==> src/rtl/bcd_pkg.sv <==
// Shared definitions for the sequential binary-to-BCD converter.
package bcd_pkg;

   typedef enum logic [0:0] {
      IDLE = 1'b0,
      CONV = 1'b1
   } conv_state_t;

   localparam int unsigned NIB_W = 4;

   localparam logic [NIB_W-1:0] ADD3_THRESH = 4'd5;
   localparam logic [NIB_W-1:0] ADD3_VAL    = 4'd3;

   // 10^n. Used to confirm that the digit count can hold the largest input.
   function automatic longint unsigned pow10(input int unsigned n);
      longint unsigned p;
      p = 1;
      for (int unsigned i = 0; i < n; i++) begin
         p = p * 10;
      end
      return p;
   endfunction

endpackage

==> src/rtl/bcd_add3_digit.sv <==
// Double-dabble nibble correction: a digit of 5 or more gets +3 before the shift.
module bcd_add3_digit
   import bcd_pkg::*;
(
   input  logic [NIB_W-1:0] digit,
   output logic [NIB_W-1:0] corrected
);

   // The result never exceeds 12, so it always fits in the nibble.
   always_comb begin
      corrected = (digit >= ADD3_THRESH) ? digit + ADD3_VAL : digit;
   end

endmodule

==> src/rtl/bcd_seq_converter.sv <==
// Sequential double-dabble converter: one correct-and-shift step per clock,
// with the packed BCD result held between conversions.
module bcd_seq_converter
   import bcd_pkg::*;
#(
   parameter int unsigned BIN_W  = 12,
   parameter int unsigned DIGITS = 4
) (
   input  logic                      clk,
   input  logic                      rst,
   input  logic                      en,
   input  logic [BIN_W-1:0]          bin_d_in,
   output logic [NIB_W*DIGITS-1:0]   bcd_d_out,
   output logic                      rdy,
   output logic                      busy
);

   localparam int unsigned BCD_W = NIB_W * DIGITS;
   localparam int unsigned IW    = (BIN_W > 1) ? $clog2(BIN_W) : 1;
   localparam logic [IW-1:0] LAST_ITER = IW'(BIN_W - 1);
   localparam longint unsigned MAX_BIN = (64'd1 << BIN_W) - 64'd1;

   if (pow10(DIGITS) <= MAX_BIN) begin : g_range_check
      $error("bcd_seq_converter: DIGITS too small for BIN_W");
   end

   conv_state_t       state;
   conv_state_t       state_nx;
   logic [IW-1:0]     iter;
   logic [BCD_W-1:0]  scratch;
   logic [BIN_W-1:0]  shift_reg;
   logic [BCD_W-1:0]  corrected;
   logic [BCD_W-1:0]  scratch_nx;
   logic [BIN_W-1:0]  shift_nx;
   logic              load;
   logic              step;
   logic              done;

   for (genvar g = 0; g < DIGITS; g++) begin : g_digit
      bcd_add3_digit u_add3 (
         .digit     (scratch[g*NIB_W +: NIB_W]),
         .corrected (corrected[g*NIB_W +: NIB_W])
      );
   end

   // Left shift of {corrected scratch, shift_reg} by one bit.
   always_comb begin
      scratch_nx = {corrected[BCD_W-2:0], shift_reg[BIN_W-1]};
      shift_nx   = {shift_reg[BIN_W-2:0], 1'b0};
   end

   // Next-state and control decode.
   always_comb begin
      state_nx = state;
      load     = 1'b0;
      step     = 1'b0;
      done     = 1'b0;
      case (state)
         IDLE: begin
            if (en) begin
               load     = 1'b1;
               state_nx = CONV;
            end
         end
         CONV: begin
            step = 1'b1;
            if (iter == LAST_ITER) begin
               done     = 1'b1;
               state_nx = IDLE;
            end
         end
         default: state_nx = IDLE;
      endcase
   end

   // State register.
   always_ff @(posedge clk) begin
      if (rst) begin
         state <= IDLE;
      end else begin
         state <= state_nx;
      end
   end

   // Datapath registers: capture, iterate, and publish the finished result.
   always_ff @(posedge clk) begin
      if (rst) begin
         iter      <= '0;
         scratch   <= '0;
         shift_reg <= '0;
         bcd_d_out <= '0;
         rdy       <= 1'b0;
      end else begin
         rdy <= done;
         if (load) begin
            shift_reg <= bin_d_in;
            scratch   <= '0;
            iter      <= '0;
         end else if (step) begin
            shift_reg <= shift_nx;
            scratch   <= scratch_nx;
            iter      <= iter + 1'b1;
         end
         if (done) begin
            bcd_d_out <= scratch_nx;
         end
      end
   end

   assign busy = (state == CONV);

endmodule

==> config.mk <==
export PLATFORM = sky130hd
export DESIGN_NAME = bcd_seq_converter
export DESIGN_NICKNAME = d
export VERILOG_FILES = /design/src/rtl/bcd_pkg.sv /design/src/rtl/bcd_add3_digit.sv /design/src/rtl/bcd_seq_converter.sv
export SDC_FILE = /design/constraint.sdc
export NUM_CORES = 1
export LEC_CHECK = 0
export CORE_MARGIN = 3
export CORE_UTILIZATION = 42
export DETAILED_ROUTE_END_ITERATION = 6
export PLACE_DENSITY_LB_ADDON = 0.2
export SYNTH_ARGS = -nofsm -noshare
export SYNTH_HDL_FRONTEND = slang
export SYNTH_HIERARCHICAL = 1
export SYNTH_SLANG_ARGS = --single-unit
export TNS_END_PERCENT = 100
==> constraint.sdc <==
create_clock -name clk -period 1.98 [get_ports clk]
set_input_delay 0.297 -clock clk [delete_from_list [all_inputs] [get_ports clk]]
set_output_delay 0.297 -clock clk [all_outputs]
set_load 0.05 [all_outputs]
==> results of run 1 <==
## worst register-to-register path, stage by stage (launching register included)
cell and delay, ns:
dfxtp_1 0.59, nand4b_2 0.50, nand2_1 0.24, a21oi_2 0.07
## layer usage
layer,share of wire,up-vias,wire length [um]
li1,-,940,-
met1,0.49,809,2128
met2,0.46,29,1982
met3,0.036,4,156
met4,0.011,0,47
met5,0,-,0
## path summary, 6_finish.rpt
check        slack, ns                  startpoint                         end
max               0.22  bcd_d_out[15]$_SDFFE_PP0P_               bcd_d_out[15]
min               0.46   bcd_d_out[3]$_SDFFE_PP0P_   bcd_d_out[3]$_SDFFE_PP0P_
max reg2reg       0.47             busy$_SDFF_PP0_  bcd_d_out[11]$_SDFFE_PP0P_
min reg2reg       0.46   bcd_d_out[3]$_SDFFE_PP0P_   bcd_d_out[3]$_SDFFE_PP0P_
## metrics by stage
| step | total power, uW | hold slack (ns) | cells | util |
|---|---|---|---|---|
| final | 2039 | 0.4591 | 372 | 0.5461 |
| after global routing | 2117 | 0.4748 | 372 | 0.5461 |
| after global placement | 1217 | 0.4427 | 364 | 0.5198 |
| after floorplan | 1162 | 0.4384 | 268 | - |
| after detailed placement | 1219 | 0.4482 | 364 | 0.5198 |
| after CTS | 2073 | 0.4609 | 372 | 0.5461 |
## power breakdown
group | switching, uW | internal (uW)
Clock | 340 | 506
Sequential | 14.6 | 1020
Combinational | 74.1 | 80.7
## area by class of cell
type                       count  area (sq um)
multi-input combinational    195          1210
timing repair buffer          40         390.4
inverter                       9         33.78
clock inverter                 3         68.82
tap                           70         87.58
sequential                    50          1001
clock buffer                   5         68.82
fill                         518          2377
## cell usage in the layout (no fill, tap or decap), types with 2 or more instances in the layout
cell and n:
a21oi_1 18, a21oi_2 13, buf_4 8, bufinv_16 2
clkbuf_8 5, clkdlybuf4s50_1 31, dfxtp_1 50, ha_1 9
inv_1 9, mux2_2 11, mux2i_1 22, nand2_1 70
nand2b_1 7, nor2_1 26, o21ai_0 3, o21ai_1 3
xnor2_1 5, xor2_1 2
==> out/metrics.cfg, run 1 <==
[floorplanning]
coreArea_sq_um = 5238
die-width_um = 80.44
rows = 26
fp.dieArea_sq_um = 6471
initial_core_util = 0.4443
die_h_um = 80.44
ioPinCount = 33

[worst_setup_path]
critPathTopFamily = buffers and inverters
worst_setup_path_start_kind = flop
cp_slowest_cell = clkdlybuf4s50_1
required_ns = 1.68
path_class = reg -> out
path_cells = clkdlybuf4s50_1
critPathMaxStageDelay_ns = 0.80
endpoint_kind = output port
path_max_fanout = 2
worstPathArrival_ns = 1.46
path_buf_inv = 1
r2r_cells = 3
cp.depth = 1

[route]
wl_per_cell_um = 11.60
drc = 0
num_vias = 1782
drt_iter0_markers = 77
via_per_inst = 4.790
dr.pass1.iters = 4
routed_wl_um = 4315
ant_nets = 0

[min_path]
hold_depth = 2
hold_path.class = reg -> reg

[timing]
fin_skew_ns = 0.007802
slew_violations = 0
tightest_slew_ns = 0.5167
finalCritPeriodShare = 0.8875
fmax_mhz = 569.1
finalSetupViolations = 0
slew_headroom = 0.6543
min_period_ns = 1.757
finalSetupTns_ns = 0
hold_viol_final = 0
rsz0062_at_grt = no
setup_slack_ns = 0.2227

[cts]
post_cts_buffers = 0
clkTransAtPathRegs_ns = 0.09
numCtsBuffers = 5
clock-sinks = 50
clkLatencyLatePin_ns = 0.30
cts-root-buf = clkbuf_8
cts_tree = built
cts.repair.resized = 0
htree_levels = 2
cts.path.max_buffers = 2
holdBufCountCts = 0

[global_routing]
use_met2 = 0.2442
grt_usage = 0.1459
grt.busiest_layer = met2
grtUsageMet3 = 0.04148
antenna_found_initial = 0
grt_use_met1 = 0.1803
grt_overflow_total = 0
grt_pass1_vias = 1662
grt_max_degree = 21
grt_pass1_wl_um = 7410

[placement]
dp_hpwl_um = 3003
place.port_buffers = 32
place_ws_ns = 0.3936
gp_congestion = 0.8078
placed_area_sq_um = 2723

[layout]
drive_above_1_share = 0.1424
fin_area_sq_um = 2860
diodes = 0
area_delta_synth_final_pct = 22.90
nets = 325

[synthesis]
synth_cells = 268
yosys_warnings = 6
syn_nets = 292
netlist_area_sq_um = 2327
postSynthAreaPerCell_sq_um = 8.684

[power_and_ir_drop]
power_density_nw_per_um2 = 712.8
ir_worst_vdd_v = 0.0003229
leakage_uw = 0.001107

[outcome]
status = finished, final reports clean

[run]
maxCapViolations = 0

No activity file was read; power rests on OpenSTA's default activity.
==> run 2, diff against run 1 <==
CTS_CLUSTER_SIZE = 14   (was unset)
==> results of run 2 <==
No change in the layout: final DEF, timing and power equal those of run 1.
==> run 3, diff against run 2 <==
PLACE_DENSITY_LB_ADDON = 0.1   (was 0.2)
==> out/metrics.cfg, run 3 (synthesis gave the netlist of run 1 again) <==
[outcome]
status = finished, final reports clean  ; unchanged

[min_path]
hp-start = bcd_d_out[2]$_SDFFE_PP0P_  ; was bcd_d_out[3]$_SDFFE_PP0P_
min_to = bcd_d_out[2]$_SDFFE_PP0P_  ; was bcd_d_out[3]$_SDFFE_PP0P_
hold_depth = 2  ; unchanged
hold_path.class = reg -> reg  ; unchanged

[worst_setup_path]
required_ns = 1.68  ; about the same
path_max_fanout = 2  ; unchanged
critPathMaxStageDelay_ns = 0.81  ; was 0.80 ns
cp_slowest_cell = clkdlybuf4s50_1  ; unchanged
path_class = reg -> out  ; unchanged
endpoint_kind = output port  ; unchanged
path_buf_inv = 1  ; unchanged
regToRegEndpoint = bcd_d_out[6]$_SDFFE_PP0P_  ; was bcd_d_out[11]$_SDFFE_PP0P_
r2r-start = scratch[5]$_SDFFE_PP0P_  ; was busy$_SDFF_PP0_
worstPathArrival_ns = 1.46  ; about the same
critPathTopFamily = buffers and inverters  ; unchanged
worst_setup_path_start_kind = flop  ; unchanged
reg2reg_setup_slack_ns = 0.49  ; was 0.47 ns
r2r_cells = 7  ; was 3
path_cells = clkdlybuf4s50_1  ; unchanged

[timing]
hold_viol_final = 0  ; unchanged
slew_headroom = 0.6622  ; was 0.6543
tightest_slew_ns = 0.5051  ; was 0.5167 ns
finalCritPeriodShare = 0.8879  ; was 0.8875
finalSetupTns_ns = 0  ; unchanged
fmax_mhz = 568.8  ; was 569.1 MHz
fin_skew_ns = 0.004875  ; was 0.007802 ns
finalSetupViolations = 0  ; unchanged
slew_violations = 0  ; unchanged
setup_slack_ns = 0.2219  ; was 0.2227 ns
rsz0062_at_grt = no  ; unchanged
min_period_ns = 1.758  ; was 1.757 ns
hold-worst-slack_ns = 0.4571  ; was 0.4591 ns

[floorplanning]
rows = 26  ; unchanged
coreArea_sq_um = 5238  ; unchanged
die-width_um = 80.44  ; unchanged
fp.dieArea_sq_um = 6471  ; unchanged
ioPinCount = 33  ; unchanged
initial_core_util = 0.4443  ; unchanged
die_h_um = 80.44  ; unchanged

[layout]
multi_input_comb_area_sq_um = 1210  ; unchanged
layout_commonest_cell = nand2_1  ; unchanged
instances_no_fill = 373  ; was 372
area_delta_synth_final_pct = 21.24  ; was 22.90%
drive_above_1_share = 0.1419  ; was 0.1424
num-fill-cells = 503  ; was 518
regArea_sq_um = 1001  ; unchanged
diodes = 0  ; unchanged
nets = 326  ; was 325
final_cell_mix = nand2_1, dfxtp_1, clkdlybuf4s50_1, nor2_1, mux2i_1  ; unchanged

[global_routing]
grt_pass1_wl_um = 7258  ; was 7410 um
grt_pass1_vias = 1559  ; was 1662
grt.busiest_layer = met2  ; unchanged
grt_use_met1 = 0.1915  ; was 0.1803
use_met2 = 0.2185  ; was 0.2442
grtUsageMet3 = 0.04372  ; was 0.04148
grt_usage = 0.1429  ; was 0.1459
antenna_found_initial = 0  ; unchanged
grt_overflow_total = 0  ; unchanged
grt_max_degree = 21  ; unchanged

[cts]
cts.path.max_buffers = 2  ; unchanged
holdBufCountCts = 0  ; unchanged
htree_levels = 2  ; unchanged
clkTransAtPathRegs_ns = 0.09  ; about the same
clkLatencyLatePin_ns = 0.30  ; about the same
cts_tree = built  ; unchanged
cts-root-buf = clkbuf_8  ; unchanged
post_cts_buffers = 0  ; unchanged
cts.repair.resized = 0  ; unchanged
clock-sinks = 50  ; unchanged
numCtsBuffers = 5  ; unchanged

[power_and_ir_drop]
ir_worst_vdd_v = 0.0002728  ; was 0.0003229 V
power_density_nw_per_um2 = 639.7  ; was 712.8 nW/um^2
leakage_uw = 0.001092  ; was 0.001107 uW

[placement]
dp_hpwl_um = 2936  ; was 3003 um
gp_congestion = 0.7633  ; was 0.8078
place.port_buffers = 32  ; unchanged
placed_cells = 365  ; was 364
place_ws_ns = 0.4068  ; was 0.3936 ns

[route]
drc = 0  ; unchanged
drt_iter0_markers = 105  ; was 77
num_vias = 1739  ; was 1782
ant_nets = 0  ; unchanged
dr.pass1.iters = 4  ; unchanged
via_per_inst = 4.662  ; was 4.790
routed_wl_um = 4248  ; was 4315 um
wl_per_cell_um = 11.39  ; was 11.60 um

[run]
maxCapViolations = 0  ; unchanged

run 3: report_power, final:
| group | internal (uW) | switching, uW | total, uW |
|---|---|---|---|
| sequential | 1020 | 10.5 | 1030 |
| clock | 282 | 326 | 609 |
| combinational | 82.7 | 79.3 | 162 |
| total | 1390 | 416 | 1800 |
run 3: worst max path at each step:
stage                     slack (ns)                  startpoint  cells past startpoint                         end
after global routing            0.15  bcd_d_out[15]$_SDFFE_PP0P_                      1               bcd_d_out[15]
after detailed placement        0.41                          en                      5     scratch[9]$_SDFFE_PP0P_
final                           0.22  bcd_d_out[15]$_SDFFE_PP0P_                      1               bcd_d_out[15]
after global placement          0.41                          en                      5   shift_reg[4]$_SDFFE_PP0P_
after floorplan                 0.46             busy$_SDFF_PP0_                      6  bcd_d_out[13]$_SDFFE_PP0P_
after CTS                       0.21  bcd_d_out[15]$_SDFFE_PP0P_                      1               bcd_d_out[15]
run 3: tightest hold or removal path: cells and delay by family, from the launching register on:
| kind | cells | cell delay (ns) |
|---|---|---|
| AOI/OAI and AO/OA | 1 | 0.05 |
| and+or+nand+nor | 1 | 0.05 |
| DFF | 1 | 0.32 |
run 3: final cells by class:
class | instances | share of cell area
multi-input cells | 195 | 0.4288
flip-flops and latches | 50 | 0.3548
repair buffers | 41 | 0.1410
well taps | 70 | 0.03104
clock buffers | 7 | 0.03060
inverters | 9 | 0.01197
clock inverters | 1 | 0.001774
run 3: layer usage:
metal / part of all wire / routed length (um) / vias up
met1: 0.51 / 2152 / 768
met5: 0 / 0 / -
li1: - / - / 940
met4: 0.013 / 54 / 0
met2: 0.44 / 1851 / 25
met3: 0.044 / 189 / 6
run 3: metrics by stage:
| step | util | power, uW | cell area (sq um) |
|---|---|---|---|
| after floorplan | - | 1162 | 2327 |
| final | 0.5387 | 1805 | 2821 |
| after CTS | 0.5387 | 1834 | 2821 |
| after detailed placement | 0.5213 | 1221 | 2730 |
| after global routing | 0.5387 | 1887 | 2821 |
| after global placement | 0.5213 | 1220 | 2730 |
